`src/rtl/add32_serial_pkg.sv`:
```
// Shared ALU definitions for the serial add/subtract unit: FSM state
// encodings, slice width and the add/sub opcodes the decoder maps onto 'sub'.
package add32_serial_pkg;

    localparam int SLICE_W = 8;

    typedef enum logic [1:0] {
        IDLE = 2'd0,
        RUN  = 2'd1,
        DONE = 2'd2
    } state_e;

    localparam logic [3:0] ALU_OP_ADD = 4'b0000;
    localparam logic [3:0] ALU_OP_SUB = 4'b1000;

    // Decoder helper: subtract is the only opcode that asserts 'sub'.
    function automatic logic alu_op_is_sub(input logic [3:0] op);
        return (op == ALU_OP_SUB);
    endfunction

endpackage

```
`src/rtl/add32_serial_add8.sv`:
```
// 8-bit carry-lookahead slice: two 4-bit lookahead groups, with the upper
// group's carry-in formed from the lower group's generate/propagate.
module add8
    import add32_serial_pkg::*;
(
    input  logic [SLICE_W-1:0] a_i,
    input  logic [SLICE_W-1:0] b_i,
    input  logic               c_i,
    output logic [SLICE_W-1:0] s_o,
    output logic               c_o
);

    logic [SLICE_W-1:0] gen;
    logic [SLICE_W-1:0] prop;
    logic [SLICE_W:0]   carry;
    logic               grpGen;
    logic               grpProp;

    // Bit generate/propagate terms and the lower group's lookahead summary.
    always_comb begin
        gen     = a_i & b_i;
        prop    = a_i ^ b_i;
        grpGen  = gen[3]
                | (prop[3] & gen[2])
                | (prop[3] & prop[2] & gen[1])
                | (prop[3] & prop[2] & prop[1] & gen[0]);
        grpProp = &prop[3:0];
    end

    // Carries inside each group; the upper group starts from the lookahead carry.
    always_comb begin
        carry    = '0;
        carry[0] = c_i;
        for (int i = 0; i < 4; i++) begin
            carry[i+1] = gen[i] | (prop[i] & carry[i]);
        end
        carry[4] = grpGen | (grpProp & c_i);
        for (int i = 4; i < SLICE_W; i++) begin
            carry[i+1] = gen[i] | (prop[i] & carry[i]);
        end
    end

    assign s_o = prop ^ carry[SLICE_W-1:0];
    assign c_o = carry[SLICE_W];

endmodule

```
`src/rtl/add32_serial.sv`:
```
// Multi-cycle add/subtract unit: one 8-bit CLA slice is reused NSLICE times,
// with the inter-slice carry held in a register between edges.
module add32_serial
    import add32_serial_pkg::*;
#(
    parameter int NSLICE = 4
) (
    input  logic                      clk,
    input  logic                      rst,
    input  logic                      in_valid,
    output logic                      in_ready,
    input  logic [SLICE_W*NSLICE-1:0] a,
    input  logic [SLICE_W*NSLICE-1:0] b,
    input  logic                      sub,
    output logic                      out_valid,
    input  logic                      out_ready,
    output logic [SLICE_W*NSLICE-1:0] s,
    output logic                      cout,
    output logic                      ovf,
    output logic                      zero,
    output logic                      neg
);

    localparam int W     = SLICE_W * NSLICE;
    localparam int IDX_W = (NSLICE > 1) ? $clog2(NSLICE) : 1;

    state_e             state_q;
    logic [W-1:0]       a_q;
    logic [W-1:0]       b_q;
    logic [W-1:0]       acc_q;
    logic [W-1:0]       acc_d;
    logic [W-1:0]       s_q;
    logic               carry_q;
    logic [IDX_W-1:0]   idx_q;
    logic               in_ready_q;
    logic               out_valid_q;
    logic               cout_q;
    logic               ovf_q;
    logic               zero_q;
    logic               neg_q;

    logic [SLICE_W-1:0] aSlice;
    logic [SLICE_W-1:0] bSlice;
    logic [SLICE_W-1:0] sliceSum;
    logic               sliceCout;
    logic               lastSlice;

    // Route the byte selected by idx into the shared slice adder.
    always_comb begin
        aSlice = '0;
        bSlice = '0;
        for (int k = 0; k < NSLICE; k++) begin
            if (idx_q == IDX_W'(k)) begin
                aSlice = a_q[k*SLICE_W +: SLICE_W];
                bSlice = b_q[k*SLICE_W +: SLICE_W];
            end
        end
    end

    add8 u_add8 (
        .a_i (aSlice),
        .b_i (bSlice),
        .c_i (carry_q),
        .s_o (sliceSum),
        .c_o (sliceCout)
    );

    // Merge this edge's slice sum into the partial-result accumulator.
    always_comb begin
        acc_d = acc_q;
        for (int k = 0; k < NSLICE; k++) begin
            if (idx_q == IDX_W'(k)) begin
                acc_d[k*SLICE_W +: SLICE_W] = sliceSum;
            end
        end
    end

    assign lastSlice = (idx_q == IDX_W'(NSLICE - 1));

    // Handshake FSM; the visible result and flags load only on the last slice
    // so a partial sum never reaches the outputs.
    always_ff @(posedge clk) begin
        if (rst) begin
            state_q     <= IDLE;
            in_ready_q  <= 1'b1;
            out_valid_q <= 1'b0;
            a_q         <= '0;
            b_q         <= '0;
            acc_q       <= '0;
            s_q         <= '0;
            carry_q     <= 1'b0;
            idx_q       <= '0;
            cout_q      <= 1'b0;
            ovf_q       <= 1'b0;
            zero_q      <= 1'b0;
            neg_q       <= 1'b0;
        end else begin
            case (state_q)
                IDLE: begin
                    if (in_valid) begin
                        a_q        <= a;
                        b_q        <= b ^ {W{sub}};
                        carry_q    <= sub;
                        idx_q      <= '0;
                        acc_q      <= '0;
                        in_ready_q <= 1'b0;
                        state_q    <= RUN;
                    end
                end
                RUN: begin
                    acc_q   <= acc_d;
                    carry_q <= sliceCout;
                    idx_q   <= idx_q + IDX_W'(1);
                    if (lastSlice) begin
                        idx_q       <= '0;
                        s_q         <= acc_d;
                        cout_q      <= sliceCout;
                        neg_q       <= acc_d[W-1];
                        zero_q      <= (acc_d == '0);
                        ovf_q       <= (a_q[W-1] == b_q[W-1]) && (acc_d[W-1] != a_q[W-1]);
                        out_valid_q <= 1'b1;
                        state_q     <= DONE;
                    end
                end
                DONE: begin
                    if (out_ready) begin
                        out_valid_q <= 1'b0;
                        in_ready_q  <= 1'b1;
                        state_q     <= IDLE;
                    end
                end
                default: begin
                    out_valid_q <= 1'b0;
                    in_ready_q  <= 1'b1;
                    state_q     <= IDLE;
                end
            endcase
        end
    end

    assign in_ready  = in_ready_q;
    assign out_valid = out_valid_q;
    assign s         = s_q;
    assign cout      = cout_q;
    assign ovf       = ovf_q;
    assign zero      = zero_q;
    assign neg       = neg_q;

endmodule

```
`config.mk`:
```
export PLATFORM = sky130hd
export DESIGN_NAME = add32_serial
export DESIGN_NICKNAME = d
export VERILOG_FILES = /design/src/rtl/add32_serial_pkg.sv /design/src/rtl/add32_serial_add8.sv /design/src/rtl/add32_serial.sv
export SDC_FILE = /design/constraint.sdc
export NUM_CORES = 1
export LEC_CHECK = 0
export ABC_AREA = 1
export CORE_ASPECT_RATIO = 1.4
export CORE_MARGIN = 2
export CORE_UTILIZATION = 50
export DETAILED_ROUTE_END_ITERATION = 12
export GPL_ROUTABILITY_DRIVEN = 0
export PLACE_DENSITY = 0.75
export SETUP_SLACK_MARGIN = 0.05
export SLEW_MARGIN = 20
export SYNTH_ARGS = -nofsm -noshare
export SYNTH_HDL_FRONTEND = slang
export SYNTH_SLANG_ARGS = --single-unit
```
`constraint.sdc`:
```
create_clock -name clk -period 8.05 [get_ports clk]
set_input_delay 1.61 -clock clk [delete_from_list [all_inputs] [get_ports clk]]
set_output_delay 1.61 -clock clk [all_outputs]
set_load 0.02 [all_outputs]
```
Word-level counts from Yosys, hierarchy flattened

Index checks and enable logic that the tools add are counted.

Add/subtract/negate cells: 1
Bitwise gates (word level): 30
Reductions and logical operators: 12
Multiplexer cells: 29
Equal/unequal tests: 10

Operator list:

| kind                                                                   | number |
|---|---|
| 8-bit 2-to-1 mux                                                       | 12 |
| 32-bit case mux with 2 select lines                                    | 1 |
| 32-bit zero test                                                       | 1 |
| 32-bit 2-to-1 mux                                                      | 1 |
| 32-bit bitwise XOR                                                     | 1 |
| 8-bit bitwise XOR                                                      | 2 |
| 1-bit bitwise AND                                                      | 13 |
| 1-bit OR                                                               | 11 |
| 2-bit 2-to-1 mux                                                       | 5 |
| 3-bit AND reduction                                                    | 3 |
| 8-bit bitwise AND                                                      | 1 |
| 2-bit equality test (second input constant)                            | 3 |
| 2-bit != test (second input constant)                                  | 3 |
| 1-bit case mux with 3 select lines                                     | 2 |
| 2-bit case mux with 3 select lines                                     | 1 |
| 2-bit AND reduction                                                    | 3 |
| 1-bit 2-to-1 mux                                                       | 5 |
| 2-bit by 1-bit equality test with 1-bit output (second input constant) | 2 |
| 2-bit zero test                                                        | 2 |
| 2-bit case mux with 2 select lines                                     | 1 |
| 4-bit AND reduction                                                    | 1 |
| 2-bit by 1-bit adder with 2-bit output (second input constant)         | 1 |
| 1-bit NOT                                                              | 2 |
| 1-bit case mux with 2 select lines                                     | 1 |
| other kinds (4)                                                        | 4 |

Flip-flop bits (word level): 139
Logic and storage cells: 95

Depth between registers and ports, before layout

Word-level depth: 21
Gate-level depth with buffers: 28
Mapped depth without buffers: 27

Hierarchy

A second synthesis with hierarchy kept.

Cell total of the unflattened synthesis: 889
Area, all modules: 6490.0 sq um

By module, submodules not included:

| module       | instances | area each (sq um) | cells each |
|---|---|---|---|
| add32_serial | 1         | 6180.9            | 849 |
| add8         | 1         | 309.0             | 40 |

Worst setup path after synthesis

No wires, ideal clock.

Path type: register to register
Start: register idx_q[0]
End: register zero_q (netlist: zero)
Cell stages (with the launch flop): 27
Buffers on the path: 3
Period minus slack after synthesis: 4572 ps
Arrival: 4505 ps
Required time: 7983 ps
Slack: 3478 ps
Cell sequence: dfxtp_1 > inv_1 > ha_1 > buf_6 > buf_6 > clkbuf_1 > o21ai_0 > o21ai_0 > ha_1 > a21o_1 > a21oi_1 > o21bai_1 > a21oi_1 > fa_1 > fa_1 > fa_1 > inv_1 > fa_1 > inv_1 > nand2_1 > nand2_1 > nand2_1 > nor2_1 > nand2_1 > nor2_1 > nand3_1 > a21oi_2

Word-level cells in the longest chain between the ends: 20

RTL lines:

| item                                                          | line                                                                      | source |
|---|---|---|
| start: declaration                                            | add32_serial.sv:34                                                        | `logic [IDX_W-1:0] idx_q;` |
| start signal: assignment                                      | add32_serial.sv:113                                                       | `idx_q <= idx_q + IDX_W'(1);` |
| 2-bit zero test                                               | add32_serial.sv:53, add32_serial.sv:72                                    |  |
| 8-bit 2-to-1 mux (4 in series)                                | add32_serial.sv:53                                                        | `if (idx_q == IDX_W'(k)) begin` |
| 8-bit bitwise XOR / 8-bit bitwise AND (equally long branches) | add32_serial_add8.sv:22, add32_serial_add8.sv:21                          |  |
| 1-bit bitwise AND, on equally long branches                   | add32_serial_add8.sv:24, add32_serial_add8.sv:25, add32_serial_add8.sv:26 |  |
| 1-bit OR, or another cell as far along                        | add32_serial_add8.sv:24                                                   | `\| (prop[3] & gen[2])` |
| 1-bit OR / 1-bit bitwise AND (equally long branches)          | add32_serial_add8.sv:25, add32_serial_add8.sv:26                          |  |
| 1-bit OR                                                      | add32_serial_add8.sv:26                                                   | `\| (prop[3] & prop[2] & prop[1] & gen[0]);` |
| 1-bit OR                                                      | add32_serial_add8.sv:37                                                   | `carry[4] = grpGen \| (grpProp & c_i);` |
| 1-bit bitwise AND                                             | add32_serial_add8.sv:39                                                   | `carry[i+1] = gen[i] \| (prop[i] & carry[i]);` |
| 1-bit OR                                                      | add32_serial_add8.sv:39                                                   |  |
| 1-bit bitwise AND                                             | add32_serial_add8.sv:39                                                   |  |
| 1-bit OR                                                      | add32_serial_add8.sv:39                                                   |  |
| 1-bit bitwise AND                                             | add32_serial_add8.sv:39                                                   |  |
| 1-bit OR                                                      | add32_serial_add8.sv:39                                                   |  |
| 8-bit bitwise XOR                                             | add32_serial_add8.sv:43                                                   | `assign s_o = prop ^ carry[SLICE_W-1:0];` |
| 8-bit 2-to-1 mux                                              | add32_serial.sv:72                                                        | `if (idx_q == IDX_W'(k)) begin` |
| 32-bit zero test                                              | add32_serial.sv:119                                                       | `zero_q <= (acc_d == '0);` |
| end signal: assignment                                        | add32_serial.sv:119                                                       |  |
| end: declaration                                              | add32_serial.sv:39                                                        | `logic zero_q;` |

Parallel ways exist; a longest one is shown, timed or not.
A chain may end at the register's enable or synchronous reset.

Worst setup path in the final report

Start: register idx_q[1]
End: register zero_q (netlist: zero)

Same word-level chain as after synthesis.

==> results.md <==
- CTS Buf Count: 17
- Clock Skews: roughly 7 ps
- Gr ovfl total: 0
- Initial antenna violation count: 0
- Cts hold-fix bufs: 0
- Total GRT Usage: 0.242
- DRC Markers: 0
- Synth Cell Area: 6560 um^2
- Hold Path Class: register to register
- Largest net degree at the start of global routing: 96
- WL final: approximately 16000 um
- Clock buffer depth: 2
- Share of cells above drive strength 1: 0.0920
- Endpoints failing setup: 0
- Ys async rst share: 0
- Post-CTS Setup Bufs: 0
- Commonest non-fill, non-tap cell in the layout: nand2_1
- Die Width: a little over 100 um
- CTS tree: done
- Worst EP required: approximately 8400 ps
- Area grow syn2layout: 23.5%
- Dominant synthesized flop cell: dfxtp_1
- Setup crit end kind: register
- Die height: roughly 140 um
- Clk sink count: around 140
- Max Fclk: around 180 MHz
- Core Area: 12800 um^2
- Slew @ Worst Pin: 937 ps
- Later-pin clock latency in the skew report: 420 ps
- Syn nets: just over 900
- Data arrival, critical path: ~5900 ps
- Min Tclk post-route: between 5000 and 6000 ps
- Status: finished, final reports clean
- Final setup TNS: 0 ps
- Cell count after synthesis: between 800 and 900
- EDFF count, synth: 0
- Ys Warns: 0
- Register area share after synthesis: 0.418
- FF+latch count, synth: around 140
- Worst Setup Start Kind: register
- RSZ-0062 raised after global routing: no
- Slew Limit Fails: 0
- Hold_ws: roughly 450 ps
- Fill count: roughly 1100
- Critical path peak fanout: 19
- CP Class: register to register
- First-pass DRT Iterations: 5
- N_diodes: 0
- Final total power: 0.00184 W
- First-pass GRT wire length: 26800 um
- Tcrit/Tclk final: 0.686
- Iter 0 DRT Violations: about 340
- Via count: between 5000 and 6000
- Die area: approximately 14000 um^2
- Clock transition at path regs: about 60 ps
- Final Util: 0.632
- Initial Utilization: 0.512
- # IOs: approximately 110
- Row count: 49
- Leak: about 3.2 nW
- Syn_area_per_cell: approximately 7.7 um^2
- Detailed placement HPWL: ~11000 um
- Max cap viols: 0
- Clock root cell: clkbuf_16
- Most frequent cells in the layout: nand2_1, dfxtp_1, nor2_1, clkdlybuf4s50_1, a21oi_1
- Vias per cell: approximately 5.3
- Post_cts resized: 0
- Drt wl/cell: ~15 um
- Max VDD drop: around 0.00013 V
- Sequential cell area: approximately 2700 um^2
- Final Hold Vio Count: 0
- Vias in the first global route: between 5000 and 6000
- Layout Nets: roughly 1000
- Multi-input logic area: 3210 um^2
- Relative slew slack: 0.375
- Htree depth: 4
- PortBufs: roughly 110
- Pwr dens: roughly 230 nW/um^2
- Unique masters post-synth: 42
- Post-DRT Antenna Nets: 0
-- final cells by class --
type	instances	area share
flip-flops and latches	137	0.339
clock inverters	14	0.0193
inverters	73	0.0341
multi-input cells	581	0.396
well taps	153	0.0236
repair buffers	112	0.135
clock buffers	18	0.0530
-- layer usage --
metal | vias up | part of all wire | GRT usage
met2 | 189 | 0.51 | 0.413
met5 | - | 0 | 0
met3 | 53 | 0.052 | 0.0532
met4 | 0 | 0.042 | 0.120
met1 | 2645 | 0.40 | 0.282
li1 | 2925 | - | -
-- worst max-delay path, stage by stage, from the launching register on --
cell and delay, ps:
dfxtp_1 340, inv_1 90, ha_1 660, inv_4 210, nand2_2 230, inv_2 120
a22oi_1 140, o21ai_0 90, o21a_1 160, ha_1 270, a21o_1 110, a21oi_1 60
o21bai_1 120, a21oi_1 110, fa_1 470, fa_1 470, fa_1 430, inv_1 90
fa_1 410, inv_1 150, nand2_1 90, nand2_1 130, nand2_1 60, nor2_1 80
nand2_1 60, nor2_1 80, nand3_1 90, a21oi_2 110
-- cell usage after synthesis (all sizes together) (4+ instances only) --
cell type | n | area, um^2
or2 | 15 | 93.8
nand3 | 18 | 95.1
a211oi | 24 | 280
nand2 | 147 | 567
inv | 72 | 273
dfxtp | 137 | 2740
buf | 40 | 262
o21ai | 97 | 497
xor2 | 29 | 254
o221ai | 4 | 35.0
o22ai | 5 | 31.3
clkbuf | 19 | 71.3
o211ai | 4 | 30.0
fa | 7 | 140
nor2 | 107 | 433
a21oi | 93 | 469
a22oi | 12 | 95.1
ha | 8 | 100
-- stage by stage --
stage	cells	setup slack (ps)	instance area (um^2)
6_report	1088	2530	8100
2_1_floorplan	850	3480	6560
4_1_cts	1088	2550	8100
3_3_place_gp	1056	2740	7510
5_1_grt	1088	2020	8100
3_5_place_dp	1056	2590	7510
-- cell families (layout without fill, tap and decap cells) --
kind of cell | after synthesis | after routing | share of synthesized area
AOI/OAI and AO/OA | 246 | 246 | 0.228
xor gates and xnor gates | 32 | 32 | 0.0427
adders and majority gates | 15 | 15 | 0.0366
buffers and inverters | 132 | 217 | 0.0929
DFF | 137 | 137 | 0.418
and+or+nand+nor | 288 | 288 | 0.182
-- path summary, 6_finish.rpt --
check	startpoint	endpoint	slack, ps	cells past startpoint
worst max-delay path	idx_q[1]	zero	2530	27
worst max register to register	idx_q[1]	zero	2530	27
worst min-delay path	b_q[25]	b_q[25]	450	2
worst min register to register	b_q[25]	b_q[25]	450	2
-- state kept, by name, summed over array words and instances, names as in the netlist, 2 cells and up --
register / flops
state_q: 2
acc_q: 31
a_q: 32
b_q: 32
s: 32
idx_q: 2
-- power breakdown --
part           leakage, nW  internal [W]  switching (W)  total [W]
logic                 1.80      0.000119       0.000214   0.000334
registers             1.12      0.000716      0.0000181   0.000734
clock network        0.285      0.000482       0.000289   0.000772
total                 3.20       0.00132       0.000522    0.00184
(Power assumes the default switching activity.)
==> RTL change 1 (same flow settings) <==
Set the parameter `NSLICE` to 2 (it was 4).
--- a/src/rtl/add32_serial.sv
+++ b/src/rtl/add32_serial.sv
@@ -3,7 +3,7 @@
 module add32_serial
     import add32_serial_pkg::*;
 #(
-    parameter int NSLICE = 4
+    parameter int NSLICE = 2
 ) (
     input  logic                      clk,
     input  logic                      rst,
Ports: changed (resized a, b and s); port bits go from 107 to 59. The function was not compared with the original's and may differ.
==> RTL change 1 against the unedited design <==
Final cell count decreased by 46%; sequential cell count down 64; total power shrank 51%; synthesized area down 48%; setup slack better by 1.4 ns; synthesized cell count is 47% lower; final area is 48% lower; routed wire length shrank 54%; highest routed layer unchanged.
==> RTL change 1: results (changes against the unedited design) <==
[synth]
synth_compound_area_frac = 0.168  ; was 0.228
synth_common_cells = nand2_1 (106), dfxtp_1 (73), o21ai_0 (56)  ; was nand2_1 (141), dfxtp_1 (137), nor2_1 (104)
synth-xor-area-share = 0.0410  ; was 0.0427
synth_fa_ha_area_frac = 0.0556  ; was 0.0366
syn-num-nets = 497  ; was 934
synthTopCellsByArea = dfxtp_1 (43%), nand2_1 (12%), o21ai_0 (8.2%), a21oi_1 (5.7%), nor2_1 (5.3%)  ; was dfxtp_1 (42%), nand2_1 (8.1%), a21oi_1 (7.0%), o21ai_0 (6.4%), nor2_1 (6.0%)

[sta]
fin_skew_ns = 0.00842  ; was 0.00715 ns
worstMarginPinSlew_ns = 0.894  ; was 0.937 ns

[critical_path]
cp_slowest_cell = fa_1  ; was ha_1
ff2ff_setup_slack_ns = 3.94  ; was 2.53 ns
cp_data_arrival_time_ns = 4.35  ; was 5.87 ns
r2r_cells = 20  ; was 27

[route]
drt-pass1-iter-count = 4  ; was 5
vias = 2971  ; was 5812
met3_length_um = 259  ; was 845 um
wl_per_cell_um = 12.6  ; was 15.0 um
met1_length_mm = 3.18  ; was 6.51 mm
route.met2.wl_mm = 3.78  ; was 8.29 mm
drt_first_iter_violations = 186  ; was 335

[placement]
place_hpwl_mm = 5.19  ; was 11.2 mm
place_inst = 576  ; was 1056
port_buffers = 58  ; was 106
dpl_worst_slack_ns = 4.00  ; was 2.59 ns

[grt]
grtUsageMet1 = 0.286  ; was 0.282
met3_usage = 0.0394  ; was 0.0532
grt_pass1_vias = 2721  ; was 5585
grt_max_degree = 51  ; was 96

[clocking]
cts_root_buf = clkbuf_8  ; was clkbuf_16
cts_buffers = 9  ; was 17
htree_num_levels = 3  ; was 4

[finish]
final_cells = 592  ; was 1088
drive_gt1_frac = 0.0620  ; was 0.0920

[run_status]
status = completed  ; unchanged

[worst_hold_path]
min_delay_worst_endpoint = b_q[5]$_SDFFE_PP0P_  ; was b_q[25]$_SDFFE_PP0P_

RTL change 1: cell count changes after synthesis, moves of 21 or more:
| cell | delta |
|---|---|
| a21oi_1 | -53 |
| dfxtp_1 | -64 |
| inv_1 | -35 |
| nand2_1 | -35 |
| nor2_1 | -56 |
| o21ai_0 | -28 |
| xor2_1 | -21 |
RTL change 1: power by group through the flow:
stage                     Combinational (mW)  Clock (mW)  Sequential, mW
after detailed placement               0.193           0           0.406
after global placement                 0.191           0           0.406
after global routing                   0.220       0.334           0.401
after CTS                              0.195       0.314           0.398
after floorplan                        0.135           0           0.407
final                                  0.194       0.313           0.398
RTL change 1: area by class of cell:
cell class,instances,area (um^2)
Sequential cell,73,1460
Fill cell,603,2440
Clock buffer,11,131
Timing Repair Buffer,61,603
Clock inverter,5,80.1
Inverter,34,130
Multi-Input combinational cell,316,1650
Tap cell,92,115
==> RTL change 2 (config.mk and constraints unchanged) <==
Without the edit above. Put one more register stage on the output `ovf`, with the module's reset. The value now appears one clock later. The other outputs are not delayed to match.
--- a/src/rtl/add32_serial.sv
+++ b/src/rtl/add32_serial.sv
@@ -142,7 +142,13 @@
     assign out_valid = out_valid_q;
     assign s         = s_q;
     assign cout      = cout_q;
-    assign ovf       = ovf_q;
+    always_ff @(posedge clk) begin
+        if (rst) begin
+            ovf <= '0;
+        end else begin
+            ovf <= ovf_q;
+        end
+    end
     assign zero      = zero_q;
     assign neg       = neg_q;
 
Check against the original RTL: not equivalent (a bounded check fails within 10 cycles, from zero or initial values and one cycle with rst high).
==> RTL change 2 against the unedited design <==
Setup slack worse by 0.16 ns; sequential power up 0.5%; critical path depth shrank 2; synthesized area is 2.1% lower; first-iteration DRC count is 8.7% lower; final area fell by 1.7%; routed wire length fell by 3.5%; sequential cell count rose by 1; die area shrank 2.0%; synthesized cell count increased by 0.59%; total power shrank 2.0%; clock power fell by 4.5%; hold slack worse by 0.0084 ns.
==> RTL change 2: results (changes against the unedited design) <==
[pwr]
peakVddDrop_uv = 132  ; was 134 uV
p_leak_nw = 3.14  ; was 3.20 nW

[run]
max_cap_viol_count = 0  ; unchanged

[clocking]
path_clk_slew_ns = 0.06  ; about the same
clockBufferDepth = 2  ; unchanged
cts_buffers = 17  ; unchanged
cts_root_buf = clkbuf_16  ; unchanged
cts_resized = 0  ; unchanged
insertion_delay_ns = 0.42  ; about the same
htree_num_levels = 4  ; unchanged
postCtsSetupBuffers = 0  ; unchanged

[grt]
antenna_found_initial = 0  ; unchanged
grt_pass1_vias = 5361  ; was 5585
grt_use_total = 0.233  ; was 0.242
grt_max_degree = 95  ; was 96
grt_pass1_wl_mm = 25.8  ; was 26.8 mm

[placement]
port_buffers = 106  ; unchanged
dpl_cell_area_um2 = 7400  ; was 7510 um^2
place_hpwl_mm = 10.8  ; was 11.2 mm
dpl_worst_slack_ns = 2.52  ; was 2.59 ns

[route]
drt_first_iter_violations = 306  ; was 335
drt-pass1-iter-count = 5  ; unchanged
wl_per_cell_um = 14.4  ; was 15.0 um
wl_mm = 15.8  ; was 16.3 mm
vias = 5792  ; was 5812

[synth]
yosysSeqAreaShare = 0.430  ; was 0.418
syn-mean-instance-area_um2 = 7.51  ; was 7.72 um^2
synthTopCellsByArea = dfxtp_1 (43%), nand2_1 (8.4%), o21ai_0 (7.9%), a21oi_1 (7.7%), nor2_1 (6.1%)  ; was dfxtp_1 (42%), nand2_1 (8.1%), a21oi_1 (7.0%), o21ai_0 (6.4%), nor2_1 (6.0%)
synth_common_cells = nand2_1 (144), dfxtp_1 (138), nor2_1 (105)  ; was nand2_1 (141), dfxtp_1 (137), nor2_1 (104)
ys_types = 39  ; was 42
ys_warn_count = 0  ; unchanged
ys.flop_type = dfxtp_1  ; unchanged
syn-num-nets = 939  ; was 934
synthArstFlopShare = 0  ; unchanged

[critical_path]
cp_slowest_cell = ha_1  ; unchanged
critPathMaxFanout = 27  ; was 19
slowest_delay_ns = 0.57  ; was 0.66 ns
r2r_cells = 25  ; was 27
cp_data_arrival_time_ns = 6.02  ; was 5.87 ns

[finish]
nNetsFinal = 1011  ; was 1006
drive_gt1_frac = 0.0649  ; was 0.0920
fillers = 1118  ; was 1122
num_antenna_cells = 0  ; unchanged

[worst_hold_path]
hp-class = reg2reg  ; unchanged
hold_depth = 2  ; unchanged

[sta]
fin_skew_ns = 0.00896  ; was 0.00715 ns
hold_violations = 0  ; unchanged
worstMarginPinSlew_ns = 0.842  ; was 0.937 ns

[run_status]
status = completed  ; unchanged

[RTL change 2: cell types whose count changed after synthesis, moves of 5 or more]
| cell | change |
|---|---|
| a211oi_2 | -20 |
| o21ai_0 | +17 |
| a211oi_1 | +15 |
| a21oi_1 | +7 |
| o21ai_1 | -7 |
| or2_2 | +7 |
| a22oi_1 | -6 |
| buf_2 | +5 |
| nand2_2 | -5 |
[RTL change 2: path summary, 6_finish.rpt]
path	to	slack, ns	startpoint
max	zero$_SDFFE_PP0P_	2.38	idx_q[0]$_SDFFE_PP0P_
min	b_q[27]$_SDFFE_PP0P_	0.45	b_q[27]$_SDFFE_PP0P_
max reg2reg	zero$_SDFFE_PP0P_	2.38	idx_q[0]$_SDFFE_PP0P_
min reg2reg	b_q[27]$_SDFFE_PP0P_	0.45	b_q[27]$_SDFFE_PP0P_
[RTL change 2: cell families after synthesis]
family	after synthesis	synth area share
xor+xnor	32	0.0437
simple gates	290	0.184
fa+ha+maj	15	0.0374
compound gates	252	0.216
buf+inv	128	0.0887
flops	138	0.430
[RTL change 2: cell type report]
type | instances | area [um^2] | share of cell area
Clock buffer | 23 | 468 | 0.0588
Clock inverter | 9 | 91.3 | 0.0115
Inverter | 69 | 259 | 0.0325
Multi-Input combinational cell | 589 | 3090 | 0.388
Sequential cell | 138 | 2760 | 0.347
Tap cell | 153 | 191 | 0.0240
Timing Repair Buffer | 112 | 1100 | 0.138
[RTL change 2: worst max-delay path, delay by kind of cell, from the launching register on]
kind | cells | cell delay, ns
simple gates | 8 | 0.96
buf+inv | 3 | 0.60
flops | 1 | 0.40
fa+ha+maj | 6 | 2.68
compound gates | 8 | 0.95
[RTL change 2: routing by layer]
| layer | global-route usage | routed length (um) | vias up |
|---|---|---|---|
| met5 | 0 | 0 | - |
| met4 | 0.113 | 541 | 0 |
| met3 | 0.0404 | 648 | 45 |
| met2 | 0.388 | 7880 | 178 |
| met1 | 0.289 | 6700 | 2628 |
| li1 | - | - | 2941 |
[RTL change 2: power by group]
group / switching (mW) / internal [mW] / total (mW)
Sequential: 0.0180 / 0.720 / 0.738
Combinational: 0.208 / 0.119 / 0.327
Clock: 0.294 / 0.443 / 0.737
